<file path="src/rtl/stream_join.sv">
// stream_join: joins two valid/ready streams (b, c) into one word {b, c}.
// Output is either a registered 2-entry buffer (COMBO=0) or a purely
// combinational pass-through (COMBO=1). join_cnt counts completed joins.
//
// Buffer FSM (COMBO=0):
//   state | meaning
//   EMPTY | no word buffered, d_valid low
//   ONE   | head holds one word, d_valid high
//   FULL  | head and tail both hold words, inputs stalled
module stream_join #(
    parameter int DATA_WD = 4,
    parameter int COMBO   = 0,
    parameter int CNT_WD  = 16
) (
    input  logic                 clk,
    input  logic                 rst,
    input  logic                 b_valid,
    input  logic [DATA_WD-1:0]   b_data,
    output logic                 b_ready,
    input  logic                 c_valid,
    input  logic [DATA_WD-1:0]   c_data,
    output logic                 c_ready,
    output logic                 d_valid,
    output logic [2*DATA_WD-1:0] d_data,
    input  logic                 d_ready,
    output logic [CNT_WD-1:0]    join_cnt
);

    logic                 space;
    logic                 join_fire;
    logic [2*DATA_WD-1:0] join_word;

    // Each ready depends only on the other side's valid, so neither source
    // can deadlock waiting on its own handshake.
    assign b_ready   = c_valid & space;
    assign c_ready   = b_valid & space;
    assign join_fire = b_valid & c_valid & space;
    assign join_word = {b_data, c_data};

    // Count completed joins; wraps naturally at 2^CNT_WD.
    always_ff @(posedge clk) begin
        if (rst)
            join_cnt <= '0;
        else if (join_fire)
            join_cnt <= join_cnt + CNT_WD'(1);
    end

    generate
        if (COMBO != 0) begin : g_combo
            assign space   = d_ready;
            assign d_valid = b_valid & c_valid;
            assign d_data  = join_word;
        end else begin : g_buf
            typedef enum logic [1:0] {
                EMPTY = 2'd0,
                ONE   = 2'd1,
                FULL  = 2'd2
            } state_t;

            state_t               state;
            logic                 valid_q;
            logic [2*DATA_WD-1:0] head;
            logic [2*DATA_WD-1:0] tail;
            logic                 pop;

            // Space comes from registered state only, keeping input readies
            // off the downstream d_ready path.
            assign space   = (state != FULL);
            assign pop     = valid_q & d_ready;
            assign d_valid = valid_q;
            assign d_data  = head;

            // Buffer FSM: tracks occupancy, head/tail storage and registered d_valid.
            always_ff @(posedge clk) begin
                if (rst) begin
                    state   <= EMPTY;
                    valid_q <= 1'b0;
                    head    <= '0;
                    tail    <= '0;
                end else begin
                    case (state)
                        EMPTY: begin
                            if (join_fire) begin
                                head    <= join_word;
                                valid_q <= 1'b1;
                                state   <= ONE;
                            end
                        end
                        ONE: begin
                            if (join_fire && pop) begin
                                head <= join_word;
                            end else if (join_fire) begin
                                tail  <= join_word;
                                state <= FULL;
                            end else if (pop) begin
                                valid_q <= 1'b0;
                                state   <= EMPTY;
                            end
                        end
                        FULL: begin
                            if (pop) begin
                                head  <= tail;
                                state <= ONE;
                            end
                        end
                        default: begin
                            valid_q <= 1'b0;
                            state   <= EMPTY;
                        end
                    endcase
                end
            end
        end
    endgenerate

endmodule

</file>
<file path="config.mk">
export PLATFORM = sky130hd
export DESIGN_NAME = stream_join
export DESIGN_NICKNAME = d
export VERILOG_FILES = /design/src/rtl/stream_join.sv
export SDC_FILE = /design/constraint.sdc
export NUM_CORES = 1
export LEC_CHECK = 0
export BUFFER_PORTS_ARGS = -buffer_cell sky130_fd_sc_hd__buf_4
export CORE_ASPECT_RATIO = 1.5
export CORE_MARGIN = 4
export CORE_UTILIZATION = 55
export CTS_CLUSTER_SIZE = 30
export DETAILED_ROUTE_END_ITERATION = 8
export PLACE_DENSITY = 0.88
export SYNTH_ARGS = -nofsm -noshare
export SYNTH_HDL_FRONTEND = slang
export SYNTH_SLANG_ARGS = --single-unit
</file>
<file path="constraint.sdc">
create_clock -name clk -period 3.4 [get_ports clk]
set_clock_uncertainty 0.15 [all_clocks]
set_input_delay 0.17 -clock clk [delete_from_list [all_inputs] [get_ports clk]]
set_output_delay 0.17 -clock clk [all_outputs]
set_load 0.01 [all_outputs]
</file>
==> summary.md <==
| Metric | Value |
|---|---|
| Cts repair resizes | `0` |
| Drt first pass iters | `4` |
| P_leak | `0.0008682 uW` |
| Worst skew pair latency | `290 ps` |
| Critical path class | `reg -> reg` |
| Via density | `5.900` |
| CP max stage cell | `o2bb2ai_1` |
| Critical Path RT | `3420 ps` |
| Worst slack at placement | `1044 ps` |
| Max-slew violations | `0` |
| Vias in the first global route | `1,502` |
| PortBufs | `39` |
| R2R cell count | `4` |
| # fillers | `189` |
| Htree depth | `2` |
| Drc violations | `0` |
| Largest net degree at the start of global routing | `36` |
| Sequential fraction of the synthesis area | `45.90%` |
| Setup tns final | `0 ps` |
| Reg2reg end | `d_data[1]` |
| Post-Layout Inst Area | `2047 um^2` |
| Clk sinks | `35` |
| Critical path arrival | `2570 ps` |
| Peak VDD IR | `0.0004053 V` |
| Critical path endpoint | `d_data[1]` |
| Wirelength, routed | `4.066 mm` |
| CTS tree | `built` |
| Minimum clock period | `2552 ps` |
| Post-DP HPWL | `2.734 mm` |
| Initial drt markers | `45` |
| Post-synthesis cell count | `176` |
| Initial core utilization | `57.04%` |
| Antenna violations before repair | `0` |
| Width of the die | `51.02 um` |
| Worst Hold Depth | `2` |
| Worst path top cell family by delay | `compound AO/OA/AOI/OAI gates` |
| Mean post-synth cell area | `8.673 um^2` |
| Total core area | `2676 um^2` |
| Std-Cell Rows | `23` |
| Max Fclk | `0.3919 GHz` |
| WL/cell | `15.70 um` |
| Reg2Reg Launch Point | `g_buf.state[0]` |
| CP Launch Point | `g_buf.state[0]` |
| Count of final hold-check violations | `0` |
| Crit-path cells | `nand2b_1, o2bb2ai_1, nor2_1, a311oi_1` |
| Clock slew at reported path FFs | `70 ps` |
| Placed Cells incl. Taps | `242` |
| Global-route wire length before repair | `6.775 mm` |
| Routability Congestion | `0.7240` |
| CP peak stage delay | `1000 ps` |
| # IOs | `40` |
| DIE AREA | `3700 um^2` |
| Critical path endpoint category | `flip-flop` |
| Power per cell area | `481.1 nW/um^2` |
| Nets@finish | `235` |
| Final WS setup | `848.3 ps` |
| Worst Hold Class | `in -> reg` |
| Maximum clock path buffer count | `2` |
| RSZ-0062 raised after global routing | `false` |
| Tcrit/Tclk final | `75.05%` |
| Post-CTS Setup Repair Bufs | `0` |
| Status | `finished clean` |
| DP Area | `1824 um^2` |
| GRT Residual Overflow | `0` |
| Least-Margin Pin Slew | `1116 ps` |
| Setup slack, reg-to-reg | `850 ps` |
| Seq cells post-synth | `35` |
| Total number of vias | `1,528` |
| Cts hold-fix bufs | `9` |
| Cell Area, Synth | `1526 um^2` |
| Max cap viols | `0` |
| TritonCTS Buffers | `5` |
| Share of layout cells above drive strength 1 | `21.62%` |
| Final setup fails | `0` |
| Crit path depth | `4` |
| Slew headroom | `25.60%` |
| Worst path buffer plus inverter count | `0` |
| Synthesis Warnings | `0` |
| Area growth syn-to-layout | `34.10%` |
| CP max FO | `16` |
| GR Util All Layers | `24.33%` |
| N_diodes | `0` |
| Final ANT Viol Nets | `0` |
| Die Span Y | `72.52 um` |
| Post-synth cell types | `32` |
| Syn nets | `190` |
| Total power | `984.7 uW` |
| Final non-filler cell total | `259` |
| Root Buffer | `clkbuf_8` |
| Crit start category | `flip-flop` |
per-layer routing:
metal  GRT usage (%)  wire, um
met5               0         0
met4           14.07       133
met3           6.160       225
met2           43.04      2235
met1           25.42      1471
layout by cell type, fill, tap and decap left out, drive strengths merged, types with 4 or more instances in the layout:
cell         instances
a21oi               11
a311oi               8
buf                 39
clkbuf               6
dfxtp               35
dlygate4sd3          9
mux2i               10
nand2               23
nand3                4
nand4                5
nor2                25
o21ai                5
or3                  6
xor2                 4
where the power goes:
part / internal, uW / switching, uW
clock: 293 / 154
sequential: 424 / 12.5
combinational: 50.3 / 50.4
worst register-to-register path, cell delays in order, from the launching register on:
cell and delay (ps):
dfxtp_1 360, nand2b_1 410, o2bb2ai_1 1000, nor2_1 140
a311oi_1 370
worst min path at each step:
stage,from,end,slack [ps]
after floorplan,d_ready,g_buf.state[1],120
after global placement,d_ready,g_buf.state[1],240
after detailed placement,d_ready,g_buf.state[1],250
after CTS,rst,g_buf.tail[0],110
after global routing,rst,join_cnt[4],120
final,rst,g_buf.tail[3],110
flip-flops by register name, summed over array words and instances (netlist names):
| name | count |
|---|---|
| d_data | 8 |
| d_valid | 1 |
| g_buf.state | 2 |
| g_buf.tail | 8 |
| join_cnt | 16 |
synthesized netlist by cell type (all sizes together):
library cell | instances | area share (%)
dfxtp | 35 | 46
nor2 | 25 | 6.1
nand2 | 23 | 5.8
a21oi | 11 | 3.6
mux2i | 10 | 6.6
a311oi | 8 | 4.6
clkbuf | 6 | 1.5
or3 | 6 | 2.5
nand4 | 5 | 2.0
o21ai | 5 | 1.6
buf | 4 | 1.2
nand3 | 4 | 1.3
xor2 | 4 | 2.3
and2 | 3 | 1.2
and4 | 3 | 1.7
o31ai | 3 | 1.5
or4 | 3 | 1.5
xnor2 | 3 | 1.7
inv | 2 | 0.49
nand2b | 2 | 0.82
o21bai | 2 | 0.98
a211oi | 1 | 0.49
a21bo | 1 | 0.66
and3b | 1 | 0.57
ha | 1 | 0.82
nand3b | 1 | 0.49
nor2b | 1 | 0.41
nor4 | 1 | 0.41
nor4b | 1 | 0.57
o2bb2ai | 1 | 0.57
cell type report:
class | count | area (um^2) | share of cell area [%]
flip-flops and latches | 35 | 700.7 | 34.23
well taps | 37 | 46.29 | 2.262
clock inverters | 2 | 60.06 | 2.934
inverters | 2 | 7.507 | 0.3667
clock buffers | 6 | 72.57 | 3.545
repair buffers | 48 | 382.9 | 18.70
multi-input cells | 129 | 777.0 | 37.96
per-stage QoR:
| stage | utilization, % | hold WS (ps) |
|---|---|---|
| floorplan | - | 120.1 |
| global placement | 68.16 | 238.5 |
| detailed placement | 68.16 | 247.5 |
| CTS | 76.48 | 110.3 |
| global route | 76.48 | 124.3 |
| finish | 76.48 | 109.8 |
cells by family after synthesis:
group | after synthesis | share of synthesized area, %
AOI/OAI and AO/OA | 32 | 14.02
xor gates and xnor gates | 7 | 4.016
adders and majority gates | 1 | 0.8195
buffers and inverters | 12 | 3.196
DFF | 35 | 45.90
muxes | 10 | 6.558
and+or+nand+nor | 79 | 25.49
Power figures use the tool's default switching activity.
